<file path="src/rtl/sub_pkg.sv">
// sub_pkg: shared FSM state type and default operand geometry for serial_subtractor.
package sub_pkg;
    localparam int WIDTH_DEF = 16;
    localparam int CHUNK_DEF = 4;
    typedef enum logic [1:0] {IDLE, RUN, DONE} state_e;
endpackage

</file>
<file path="src/rtl/subtractor_chunk.sv">
// subtractor_chunk: combinational CHUNK-bit ripple-borrow subtractor, d = a - b - bin.
module subtractor_chunk #(
    parameter int CHUNK = 4
) (
    input  logic [CHUNK-1:0] a,
    input  logic [CHUNK-1:0] b,
    input  logic             bin,
    output logic [CHUNK-1:0] d,
    output logic             bout
);
    logic br;
    always_comb begin
        br = bin;
        d = '0;
        for (int i = 0; i < CHUNK; i++) begin
            d[i] = a[i] ^ b[i] ^ br;
            br = (~a[i] & b[i]) | (~(a[i] ^ b[i]) & br);
        end
        bout = br;
    end
endmodule

</file>
<file path="src/rtl/serial_subtractor.sv">
// serial_subtractor: CHUNK-bit-per-cycle serial subtractor; SERIAL_SUBTRACTOR_SAT_EN saturates diff to 0 on borrow.
module serial_subtractor
    import sub_pkg::*;
#(
    parameter int WIDTH = WIDTH_DEF,
    parameter int CHUNK = CHUNK_DEF
) (
    input  logic             clk,
    input  logic             rst_n,
    input  logic             start_valid,
    output logic             start_ready,
    input  logic [WIDTH-1:0] minuend,
    input  logic [WIDTH-1:0] subtrahend,
    input  logic             inborrow,
    output logic [WIDTH-1:0] diff,
    output logic             outborrow,
    output logic             result_valid,
    input  logic             result_ready
);
    localparam int NCHUNK = WIDTH / CHUNK;
    localparam int CW = NCHUNK > 1 ? $clog2(NCHUNK) : 1;
    state_e state_q, state_d;
    logic [WIDTH-1:0] a_q, a_d, b_q, b_d, diff_q, diff_d;
    logic [CW-1:0] cnt_q, cnt_d;
    logic borrow_q, borrow_d, outborrow_q, outborrow_d;
    logic [CHUNK-1:0] slice_d;
    logic slice_bout;
    // operands shift right so the active slice is always the low CHUNK bits
    subtractor_chunk #(.CHUNK(CHUNK)) u_chunk (
        .a(a_q[CHUNK-1:0]),
        .b(b_q[CHUNK-1:0]),
        .bin(borrow_q),
        .d(slice_d),
        .bout(slice_bout)
    );
    always_comb begin
        state_d = state_q;
        a_d = a_q;
        b_d = b_q;
        diff_d = diff_q;
        cnt_d = cnt_q;
        borrow_d = borrow_q;
        outborrow_d = outborrow_q;
        case (state_q)
            IDLE: if (start_valid) begin
                a_d = minuend;
                b_d = subtrahend;
                borrow_d = inborrow;
                cnt_d = '0;
                state_d = RUN;
            end
            RUN: begin
                a_d = a_q >> CHUNK;
                b_d = b_q >> CHUNK;
                diff_d[cnt_q*CHUNK +: CHUNK] = slice_d;
                borrow_d = slice_bout;
                cnt_d = cnt_q + 1'b1;
                if (cnt_q == CW'(NCHUNK - 1)) begin
                    outborrow_d = slice_bout;
                    state_d = DONE;
`ifdef SERIAL_SUBTRACTOR_SAT_EN
                    if (slice_bout) diff_d = '0;
`endif
                end
            end
            DONE: if (result_ready) state_d = IDLE;
            default: state_d = IDLE;
        endcase
    end
    always_ff @(posedge clk or negedge rst_n) begin
        if (!rst_n) begin
            state_q <= IDLE;
            a_q <= '0;
            b_q <= '0;
            diff_q <= '0;
            cnt_q <= '0;
            borrow_q <= 1'b0;
            outborrow_q <= 1'b0;
        end else begin
            state_q <= state_d;
            a_q <= a_d;
            b_q <= b_d;
            diff_q <= diff_d;
            cnt_q <= cnt_d;
            borrow_q <= borrow_d;
            outborrow_q <= outborrow_d;
        end
    end
    assign start_ready = state_q == IDLE;
    assign result_valid = state_q == DONE;
    assign diff = diff_q;
    assign outborrow = outborrow_q;
endmodule

</file>
<file path="config.mk">
export PLATFORM = sky130hd
export DESIGN_NAME = serial_subtractor
export DESIGN_NICKNAME = d
export VERILOG_FILES = /design/src/rtl/sub_pkg.sv /design/src/rtl/subtractor_chunk.sv /design/src/rtl/serial_subtractor.sv
export SDC_FILE = /design/constraint.sdc
export NUM_CORES = 1
export LEC_CHECK = 0
export BUFFER_PORTS_ARGS = -buffer_cell sky130_fd_sc_hd__clkbuf_2
export CAP_MARGIN = 20
export CELL_PAD_IN_SITES_DETAIL_PLACEMENT = 0
export CELL_PAD_IN_SITES_GLOBAL_PLACEMENT = 1
export CORE_UTILIZATION = 45
export DETAILED_ROUTE_END_ITERATION = 8
export GPL_TIMING_DRIVEN = 0
export PLACE_DENSITY = 0.9
export SYNTH_ARGS = -nofsm -noshare
export SYNTH_HDL_FRONTEND = slang
export SYNTH_SLANG_ARGS = --single-unit
</file>
<file path="constraint.sdc">
create_clock -name clk -period 7.45 [get_ports clk]
set_clock_uncertainty 0.2 [all_clocks]
set_input_delay 1.49 -clock clk [delete_from_list [all_inputs] [get_ports clk]]
set_output_delay 1.49 -clock clk [all_outputs]
set_load 0.005 [all_outputs]
</file>
==> metrics.txt, run 1 <==
# TYPE chip_impl_metric gauge
chip_impl_metric{name="routabilityCongestion",unit=""} 0.800
chip_impl_metric{name="floorplan.core_area",unit="sq um"} 5240
chip_impl_metric{name="final_max_slew_viol_count",unit=""} 0
chip_impl_metric{name="antenna_cells_inserted",unit=""} 0
chip_impl_info{name="grt_setup_unrepaired",value="no"} 1
chip_impl_metric{name="clkSinkCount",unit=""} 54
chip_impl_info{name="outcome",value="finished, final reports clean"} 1
chip_impl_info{name="synth_top_family_by_area",value="compound AO/OA/AOI/OAI gates"} 1
chip_impl_metric{name="dr_wl_met2",unit="microns"} 2840
chip_impl_info{name="crit_path_start_kind",value="flip-flop"} 1
chip_impl_metric{name="clkSlewWorstSetupHoldPaths",unit="ns"} 0.10
chip_impl_metric{name="synth_seq_area_share",unit=""} 0.536
chip_impl_metric{name="crit_path_max_incr_delay",unit="ns"} 0.46
chip_impl_metric{name="first_iter_violations",unit=""} 102
chip_impl_metric{name="final_area",unit="sq um"} 3010
chip_impl_info{name="synth.largest_area_cell",value="dfrtp_1"} 1
chip_impl_info{name="route.top_layer_used",value="met4"} 1
chip_impl_metric{name="cts_repair_resize_count",unit=""} 0
chip_impl_metric{name="detail_route.drc_violations",unit=""} 0
chip_impl_metric{name="synth-adder-area-share",unit=""} 0.0615
chip_impl_metric{name="post_synth_inst_count",unit=""} 238
chip_impl_metric{name="worst_skew_pair_later_pin_latency",unit="ns"} 0.31
chip_impl_metric{name="route.final.wire_length",unit="microns"} 5880
chip_impl_metric{name="synthesis.area",unit="sq um"} 2520
chip_impl_info{name="critical_path_top_delay_cell",value="dfrtp_1"} 1
chip_impl_info{name="synthFlopType",value="dfrtp_1"} 1
chip_impl_metric{name="antenna_violating_nets_post_route",unit=""} 0
chip_impl_metric{name="ioPinCount",unit=""} 56
chip_impl_info{name="synth.top_cells.by_area",value="dfrtp_1 (54%), o22ai_1 (10%), a21oi_1 (3.8%), nand2_1 (3.6%), fa_1 (3.2%)"} 1
chip_impl_metric{name="number_of_search_and_repair_iterations_in_the_first_detailed_routing_pass",unit=""} 4
chip_impl_metric{name="met1_length",unit="microns"} 2740
chip_impl_metric{name="chipWidth",unit="microns"} 76.9
chip_impl_metric{name="clockBufferDepth",unit=""} 2
chip_impl_info{name="clk_root_buffer_cell",value="clkbuf_8"} 1
chip_impl_metric{name="static_leak",unit="nW"} 1.41
chip_impl_metric{name="yosys.area_share.xor_xnor",unit=""} 0
chip_impl_metric{name="cp_max_fo",unit=""} 10
chip_impl_metric{name="portBuffers",unit=""} 54
chip_impl_metric{name="grt_start_max_net_pins",unit=""} 33
chip_impl_metric{name="area_growth_syn_to_layout",unit="%"} 19.5
chip_impl_metric{name="globalRouteTotalUtil",unit=""} 0.220
chip_impl_metric{name="yosysUniqueCellTypes",unit=""} 30
chip_impl_info{name="worst_hold_path_type",value="reg -> reg"} 1
chip_impl_metric{name="h-tree-depth",unit=""} 2
chip_impl_metric{name="synth-warning-count",unit=""} 0
chip_impl_metric{name="cp_data_required_time",unit="ns"} 5.76
chip_impl_metric{name="wl_met3",unit="microns"} 265
chip_impl_metric{name="synth-simple-area-share",unit=""} 0.103
chip_impl_metric{name="via_total_after_detailed_routing",unit=""} 2052
chip_impl_metric{name="hpwl",unit="microns"} 4350
chip_impl_metric{name="fin_hold_ws",unit="ns"} 0.285
chip_impl_metric{name="synth-edff-count",unit=""} 0
chip_impl_metric{name="clock.fmax",unit="GHz"} 0.303
chip_impl_metric{name="via_count_of_the_first_global_routing_pass",unit=""} 1998
chip_impl_metric{name="fp-row-count",unit=""} 26
chip_impl_metric{name="antenna_found_initial",unit=""} 0
chip_impl_metric{name="ffs_latches_synth",unit=""} 54
chip_impl_metric{name="vdd_ir_drop_max",unit="mV"} 0.190
chip_impl_metric{name="max_cap_violations",unit=""} 0
chip_impl_metric{name="wire_length_of_the_first_global_routing_pass",unit="microns"} 10000
chip_impl_metric{name="detail_route.wl_per_cell",unit="microns"} 15.9
chip_impl_metric{name="compound_cell_area_share_of_the_yosys_netlist",unit=""} 0.249
chip_impl_metric{name="power.density_cell_area",unit="nW/um^2"} 451
chip_impl_metric{name="postCtsHoldBufs",unit=""} 0
chip_impl_metric{name="setup-tns-final",unit="ns"} 0
chip_impl_metric{name="postPlaceCellArea",unit="sq um"} 2900
chip_impl_metric{name="timing.final.crit_share",unit=""} 0.443
chip_impl_metric{name="cts_post_setup_buffers_inserted",unit=""} 0
chip_impl_metric{name="synthDominantCellAreaShare",unit=""} 0.536
chip_impl_metric{name="fp.dieArea",unit="sq um"} 5910
chip_impl_metric{name="multiplexer_fraction_of_the_synthesized_cell_area",unit=""} 0.00447
chip_impl_metric{name="gr-total-overflow",unit=""} 0
chip_impl_metric{name="hold_viol",unit=""} 0
chip_impl_metric{name="start_util",unit=""} 0.481
chip_impl_metric{name="drt-vias-per-instance",unit=""} 5.53
chip_impl_metric{name="crit_arrival",unit="ns"} 1.61
chip_impl_metric{name="worst-slew-pin-transition",unit="ns"} 0.664
chip_impl_metric{name="syn-mean-instance-area",unit="sq um"} 10.6
chip_impl_info{name="critical_path.endpoint_type",value="output pin"} 1
chip_impl_info{name="timing_worst_setup_path_type",value="reg -> out"} 1
chip_impl_metric{name="nNetsFinal",unit=""} 347
chip_impl_metric{name="post_syn_nets",unit=""} 285
chip_impl_info{name="synth.top_cells.by_count",value="dfrtp_1 (54), o22ai_1 (41), nand2_1 (24)"} 1
chip_impl_metric{name="timing.final.setup_violations",unit=""} 0
chip_impl_metric{name="fillCellCount",unit=""} 473
chip_impl_metric{name="timing.final.crit_period",unit="ns"} 3.30
chip_impl_info{name="crit_chain",value="inv_1, clkbuf_1, nor2_1, clkbuf_2"} 1
chip_impl_metric{name="final_layout_size_suffix_gt1_frac",unit=""} 0.266
chip_impl_metric{name="postSynth.asyncResetShare",unit=""} 1.00
chip_impl_metric{name="relSlewSlack",unit=""} 0.553
chip_impl_metric{name="die_height",unit="microns"} 76.9
chip_impl_metric{name="numCtsBuffers",unit=""} 5
chip_impl_info{name="cts_tree",value="done"} 1
chip_impl_info{name="yosys.cell_count.top_type",value="dfrtp_1"} 1
## final timing paths
kind	start	to	slack [ns]	cells after the start
max	state_q[1]	result_valid	4.15	4
min	diff[0]	diff[0]	0.28	2
max reg2reg	a_q[0]	diff[11]	4.80	8
min reg2reg	diff[0]	diff[0]	0.28	2
max in group asynchronous	rst_n	b_q[4]	5.50	2
min in group asynchronous	rst_n	diff[0]	0.96	1
## critical path: cells and delay by family, from the launching register on
kind / cells / cell delay (ns)
AND/OR/NAND/NOR: 1 / 0.08
buffers and inverters: 3 / 0.75
flip-flops: 1 / 0.46
## registers in the layout, summed over array words and instances (netlist names)
name,flops
diff,16
state_q,2
a_q,16
b_q,16
borrow_q,1
outborrow,1
cnt_q,2
## stage by stage
step	setup slack, ns	power, mW	instances	util
detailed placement	4.51	1.16	363	0.554
global route	4.01	1.47	371	0.575
finish	4.15	1.36	371	0.575
global placement	4.51	1.14	362	0.550
CTS	4.15	1.36	371	0.575
floorplan	4.86	0.951	238	-
## cell families (layout without fill, tap and decap cells)
kind of cell / count (synthesis) / in the layout
adders and majority gates: 10 / 10
AOI/OAI and AO/OA: 98 / 98
and+or+nand+nor: 49 / 49
DFF: 54 / 54
muxes: 1 / 1
buffers and inverters: 26 / 89
## placed cells by master (no fill, tap or decap), drive strengths merged
cell     instances
nand3b           7
o21ai           17
nand2           24
nand4            1
a2bb2oi          3
or3              1
clkinv           1
o31ai           10
a22o             3
o22ai           41
mux2             1
nand3            3
nor2             5
bufinv           1
inv             13
dfrtp           54
fa               4
buf              9
nor2b            2
clkbuf          65
nand2b           4
o221a            3
a21oi           19
and2b            1
or4b             1
ha               6
a22oi            1
a32o             1
## report_power, final
| part | internal (mW) | switching [mW] |
|---|---|---|
| Clock | 0.101 | 0.101 |
| Combinational | 0.262 | 0.370 |
| Sequential | 0.425 | 0.0979 |
## layer usage
layer,up-vias,track usage
li1,1016,-
met1,968,0.304
met2,63,0.354
met3,5,0.0369
met4,0,0.0635
met5,-,0
## final cells by class
class                   instances  area (sq um)  area share
clock buffers                   5          68.8      0.0229
flip-flops and latches         54          1350       0.449
clock inverters                 3          43.8      0.0145
inverters                      12          45.0      0.0150
plain buffers                  14          71.3      0.0237
repair buffers                 55           290      0.0964
multi-input cells             158          1050       0.350
well taps                      70          87.6      0.0291
Note: power is estimated with default switching activity, not from simulation.
==> run 2: changes to the inputs <==
--- a/config.mk
+++ b/config.mk
@@ -5,14 +5,15 @@
 export SDC_FILE = /design/constraint.sdc
 export NUM_CORES = 1
 export LEC_CHECK = 0
+export ABC_AREA = 1
 export BUFFER_PORTS_ARGS = -buffer_cell sky130_fd_sc_hd__clkbuf_2
 export CAP_MARGIN = 20
 export CELL_PAD_IN_SITES_DETAIL_PLACEMENT = 0
 export CELL_PAD_IN_SITES_GLOBAL_PLACEMENT = 1
-export CORE_UTILIZATION = 45
+export CORE_UTILIZATION = 36
 export DETAILED_ROUTE_END_ITERATION = 8
 export GPL_TIMING_DRIVEN = 0
-export PLACE_DENSITY = 0.9
+export PLACE_DENSITY = 0.81
 export SYNTH_ARGS = -nofsm -noshare
 export SYNTH_HDL_FRONTEND = slang
 export SYNTH_SLANG_ARGS = --single-unit
==> constraint.sdc (replaced) <==
create_clock -name clk -period 3 [get_ports clk]
set_clock_uncertainty 0.2 [all_clocks]
set_input_delay 0.6 -clock clk [delete_from_list [all_inputs] [get_ports clk]]
set_output_delay 0.6 -clock clk [all_outputs]
set_load 0.005 [all_outputs]
==> run 2 against run 1 <==
  * Sequential share of layout area is 4.4 points lower
  * Critical path depth is 6 higher
  * Synthesized area is 12% higher
  * Worst setup slack worse by 3.8 ns
  * Global-route usage is 4.9 points lower
  * Hold slack worse by 0.23 ns
  * Critical path type is now reg -> reg
  * Via count is 19% higher
==> metrics.txt, run 2 <==
# TYPE chip_impl_metric gauge
chip_impl_metric{name="start_util",unit=""} 0.382
chip_impl_info{name="timing_worst_setup_path_type",value="reg -> reg"} 1
chip_impl_metric{name="share_clk_of_total_power",unit=""} 0.122
chip_impl_metric{name="h-tree-depth",unit=""} 2
chip_impl_metric{name="die_height",unit="microns"} 90.7
chip_impl_metric{name="cts_repair_resize_count",unit=""} 0
chip_impl_metric{name="worst-slew-pin-transition",unit="ns"} 0.550
chip_impl_metric{name="max_cap_violations",unit=""} 0
chip_impl_metric{name="antenna_cells_inserted",unit=""} 0
chip_impl_info{name="grt_setup_unrepaired",value="no"} 1
chip_impl_metric{name="clkSlewWorstSetupHoldPaths",unit="ns"} 0.09
chip_impl_info{name="synth.largest_area_cell",value="dfrtp_1"} 1
chip_impl_metric{name="antenna_violating_nets_post_route",unit=""} 0
chip_impl_metric{name="cts_post_setup_buffers_inserted",unit=""} 0
chip_impl_metric{name="intPower",unit="mW"} 1.87
chip_impl_metric{name="numCtsBuffers",unit=""} 5
chip_impl_info{name="layout_commonest_cell",value="nand2_1"} 1
chip_impl_metric{name="clockBufferDepth",unit=""} 2
chip_impl_metric{name="fillCellCount",unit=""} 766
chip_impl_info{name="route.top_layer_used",value="met4"} 1
chip_impl_metric{name="antenna_found_initial",unit=""} 0
chip_impl_metric{name="synthDominantCellAreaShare",unit=""} 0.477
chip_impl_metric{name="hpwl",unit="microns"} 4710
chip_impl_info{name="crit_path_start_kind",value="flip-flop"} 1
chip_impl_metric{name="synthesis.area",unit="sq um"} 2830
chip_impl_metric{name="globalRouteTotalUtil",unit=""} 0.171
chip_impl_metric{name="detail_route.drc_violations",unit=""} 0
chip_impl_metric{name="timing.final.crit_period",unit="ns"} 2.69
chip_impl_info{name="layout.cells.most_common_list",value="nand2_1 (112), nand3_1 (71), inv_1 (67)"} 1
chip_impl_metric{name="cp_data_required_time",unit="ns"} 3.02
chip_impl_metric{name="drt-vias-per-instance",unit=""} 4.58
chip_impl_info{name="synthFlopType",value="dfrtp_1"} 1
chip_impl_metric{name="post_syn_nets",unit=""} 419
chip_impl_metric{name="met1_length",unit="microns"} 3040
chip_impl_metric{name="power.net_switching",unit="mW"} 1.58
chip_impl_metric{name="fp-row-count",unit=""} 31
chip_impl_metric{name="portBuffers",unit=""} 54
chip_impl_metric{name="clkSinkCount",unit=""} 54
chip_impl_metric{name="fp.dieArea",unit="sq um"} 8220
chip_impl_metric{name="sw_frac_of_total",unit=""} 0.458
chip_impl_metric{name="synth-edff-count",unit=""} 0
chip_impl_metric{name="synth_seq_area_share",unit=""} 0.477
chip_impl_metric{name="number_of_search_and_repair_iterations_in_the_first_detailed_routing_pass",unit=""} 6
chip_impl_metric{name="setup-tns-final",unit="ns"} 0
chip_impl_metric{name="final_layout_size_suffix_gt1_frac",unit=""} 0.189
chip_impl_metric{name="ffs_latches_synth",unit=""} 54
chip_impl_metric{name="crit_arrival",unit="ns"} 2.71
chip_impl_metric{name="nNetsFinal",unit=""} 481
chip_impl_metric{name="grt_start_max_net_pins",unit=""} 35
chip_impl_info{name="critical_path.endpoint_type",value="flip-flop"} 1
chip_impl_metric{name="routabilityCongestion",unit=""} 0.790
chip_impl_metric{name="route.final.wire_length",unit="microns"} 6340
chip_impl_info{name="synth.top_cells.by_area",value="dfrtp_1 (48%), nand2_1 (15%), nand3_1 (13%), inv_1 (8.9%), o21ai_0 (3.2%)"} 1
chip_impl_metric{name="timing.final.setup_violations",unit=""} 0
chip_impl_metric{name="relSlewSlack",unit=""} 0.633
chip_impl_metric{name="first_iter_violations",unit=""} 102
chip_impl_metric{name="synth-warning-count",unit=""} 0
chip_impl_metric{name="power_frac_comb",unit=""} 0.524
chip_impl_metric{name="power.density_cell_area",unit="nW/um^2"} 1030
chip_impl_info{name="clk_root_buffer_cell",value="clkbuf_8"} 1
chip_impl_metric{name="postCtsHoldBufs",unit=""} 0
chip_impl_metric{name="detail_route.wl_per_cell",unit="microns"} 11.9
chip_impl_metric{name="clock.fmax",unit="GHz"} 0.372
chip_impl_metric{name="via_total_after_detailed_routing",unit=""} 2444
chip_impl_info{name="yosys.cell_count.top_type",value="nand2_1"} 1
chip_impl_metric{name="chipWidth",unit="microns"} 90.7
chip_impl_metric{name="seq_power_share",unit=""} 0.354
chip_impl_metric{name="wl_met3",unit="microns"} 209
chip_impl_metric{name="final_max_slew_viol_count",unit=""} 0
chip_impl_metric{name="yosysUniqueCellTypes",unit=""} 18
chip_impl_info{name="outcome",value="finished, final reports clean"} 1
chip_impl_metric{name="dr_wl_met2",unit="microns"} 3030
chip_impl_metric{name="gr-total-overflow",unit=""} 0
chip_impl_info{name="cts_tree",value="done"} 1
chip_impl_metric{name="floorplan.core_area",unit="sq um"} 7410
chip_impl_metric{name="post_synth_inst_count",unit=""} 372
chip_impl_metric{name="timing.final.crit_share",unit=""} 0.895
chip_impl_metric{name="wire_length_of_the_first_global_routing_pass",unit="microns"} 11200
chip_impl_info{name="worst_hold_path_type",value="in -> async"} 1
chip_impl_metric{name="power",unit="mW"} 3.45
chip_impl_metric{name="hold_viol",unit=""} 0
chip_impl_metric{name="area_growth_syn_to_layout",unit="%"} 17.9
chip_impl_metric{name="static_leak",unit="nW"} 1.95
chip_impl_info{name="synth.top_cells.by_count",value="nand2_1 (112), nand3_1 (71), inv_1 (67)"} 1
chip_impl_metric{name="via_count_of_the_first_global_routing_pass",unit=""} 2428
chip_impl_metric{name="worst_skew_pair_later_pin_latency",unit="ns"} 0.31
chip_impl_metric{name="vdd_ir_drop_max",unit="mV"} 0.318
chip_impl_metric{name="ioPinCount",unit=""} 56
chip_impl_metric{name="syn-mean-instance-area",unit="sq um"} 7.61
chip_impl_metric{name="postSynth.asyncResetShare",unit=""} 1.00
chip_impl_metric{name="cp_max_fo",unit=""} 3
-- run 2: changes by cell type in the layout (fill, tap and decap cells not counted), sizes merged, moves of 11 or more --
cell	previous run	this run
o22ai	41	0
nand2	24	115
inv	13	68
nor2	5	16
a21oi	19	0
nand3	3	72
-- run 2: worst max-delay path, cell delays in order, from the launching register on --
cell and delay [ns]:
dfrtp_1 0.39, inv_1 0.08, fa_1 0.17, inv_1 0.05
fa_1 0.37, fa_1 0.36, inv_1 0.08, fa_1 0.45
nor2_1 0.20, nand3_1 0.10, o21ai_0 0.16
-- run 2: metrics by stage --
step	cell area (sq um)	hold slack, ns	worst slack (ns)	util	cells
4_1_cts	3340	0.0694	0.282	0.450	534
6_report	3340	0.0587	0.315	0.450	534
3_3_place_gp	3220	0.263	0.369	0.435	525
3_5_place_dp	3240	0.270	0.312	0.438	526
2_1_floorplan	2830	0.104	0.539	-	372
5_1_grt	3340	0.0905	0.147	0.450	534
-- run 2: final timing paths --
kind / startpoint / end / slack [ns] / cells past startpoint
max in group asynchronous: rst_n / a_q[13] / 1.97 / 2
setup / recovery: a_q[0] / diff[15] / 0.31 / 10
hold / removal: rst_n / diff[0] / 0.06 / 1
setup reg to reg: a_q[0] / diff[15] / 0.31 / 10
hold reg to reg: diff[9] / diff[9] / 0.29 / 2
min in group clk: result_ready / state_q[1] / 0.28 / 2
-- run 2: power by group through the flow --
stage	clock [mW]	sequential [mW]	combinational, mW
after CTS	0.440	1.22	1.84
after global placement	0	1.22	1.79
after floorplan	0	1.19	1.32
after global routing	0.465	1.26	2.11
after detailed placement	0	1.23	1.82
final	0.420	1.22	1.81
-- run 2: area by class of cell --
class,instances,area [sq um],area share
clock inverter,1,5.00,0.00150
timing repair buffer,55,290,0.0870
tap,99,124,0.0371
sequential,54,1350,0.405
clock buffer,7,86.3,0.0259
buffer,16,91.3,0.0274
multi-input combinational,234,1130,0.339
inverter,68,255,0.0765
-- run 2: layer usage --
layer  vias to the layer above  track usage
met5                         -            0
met4                         0       0.0444
met3                         5       0.0286
met2                        49        0.294
met1                      1126        0.222
li1                       1264            -
-- run 2: logic make-up after synthesis --
family          count (synthesis)  share of synthesized area
simple gates                  205                      0.311
fa+ha+maj                      10                     0.0548
buf+inv                        84                      0.122
flops                          54                      0.477
compound gates                 19                     0.0345
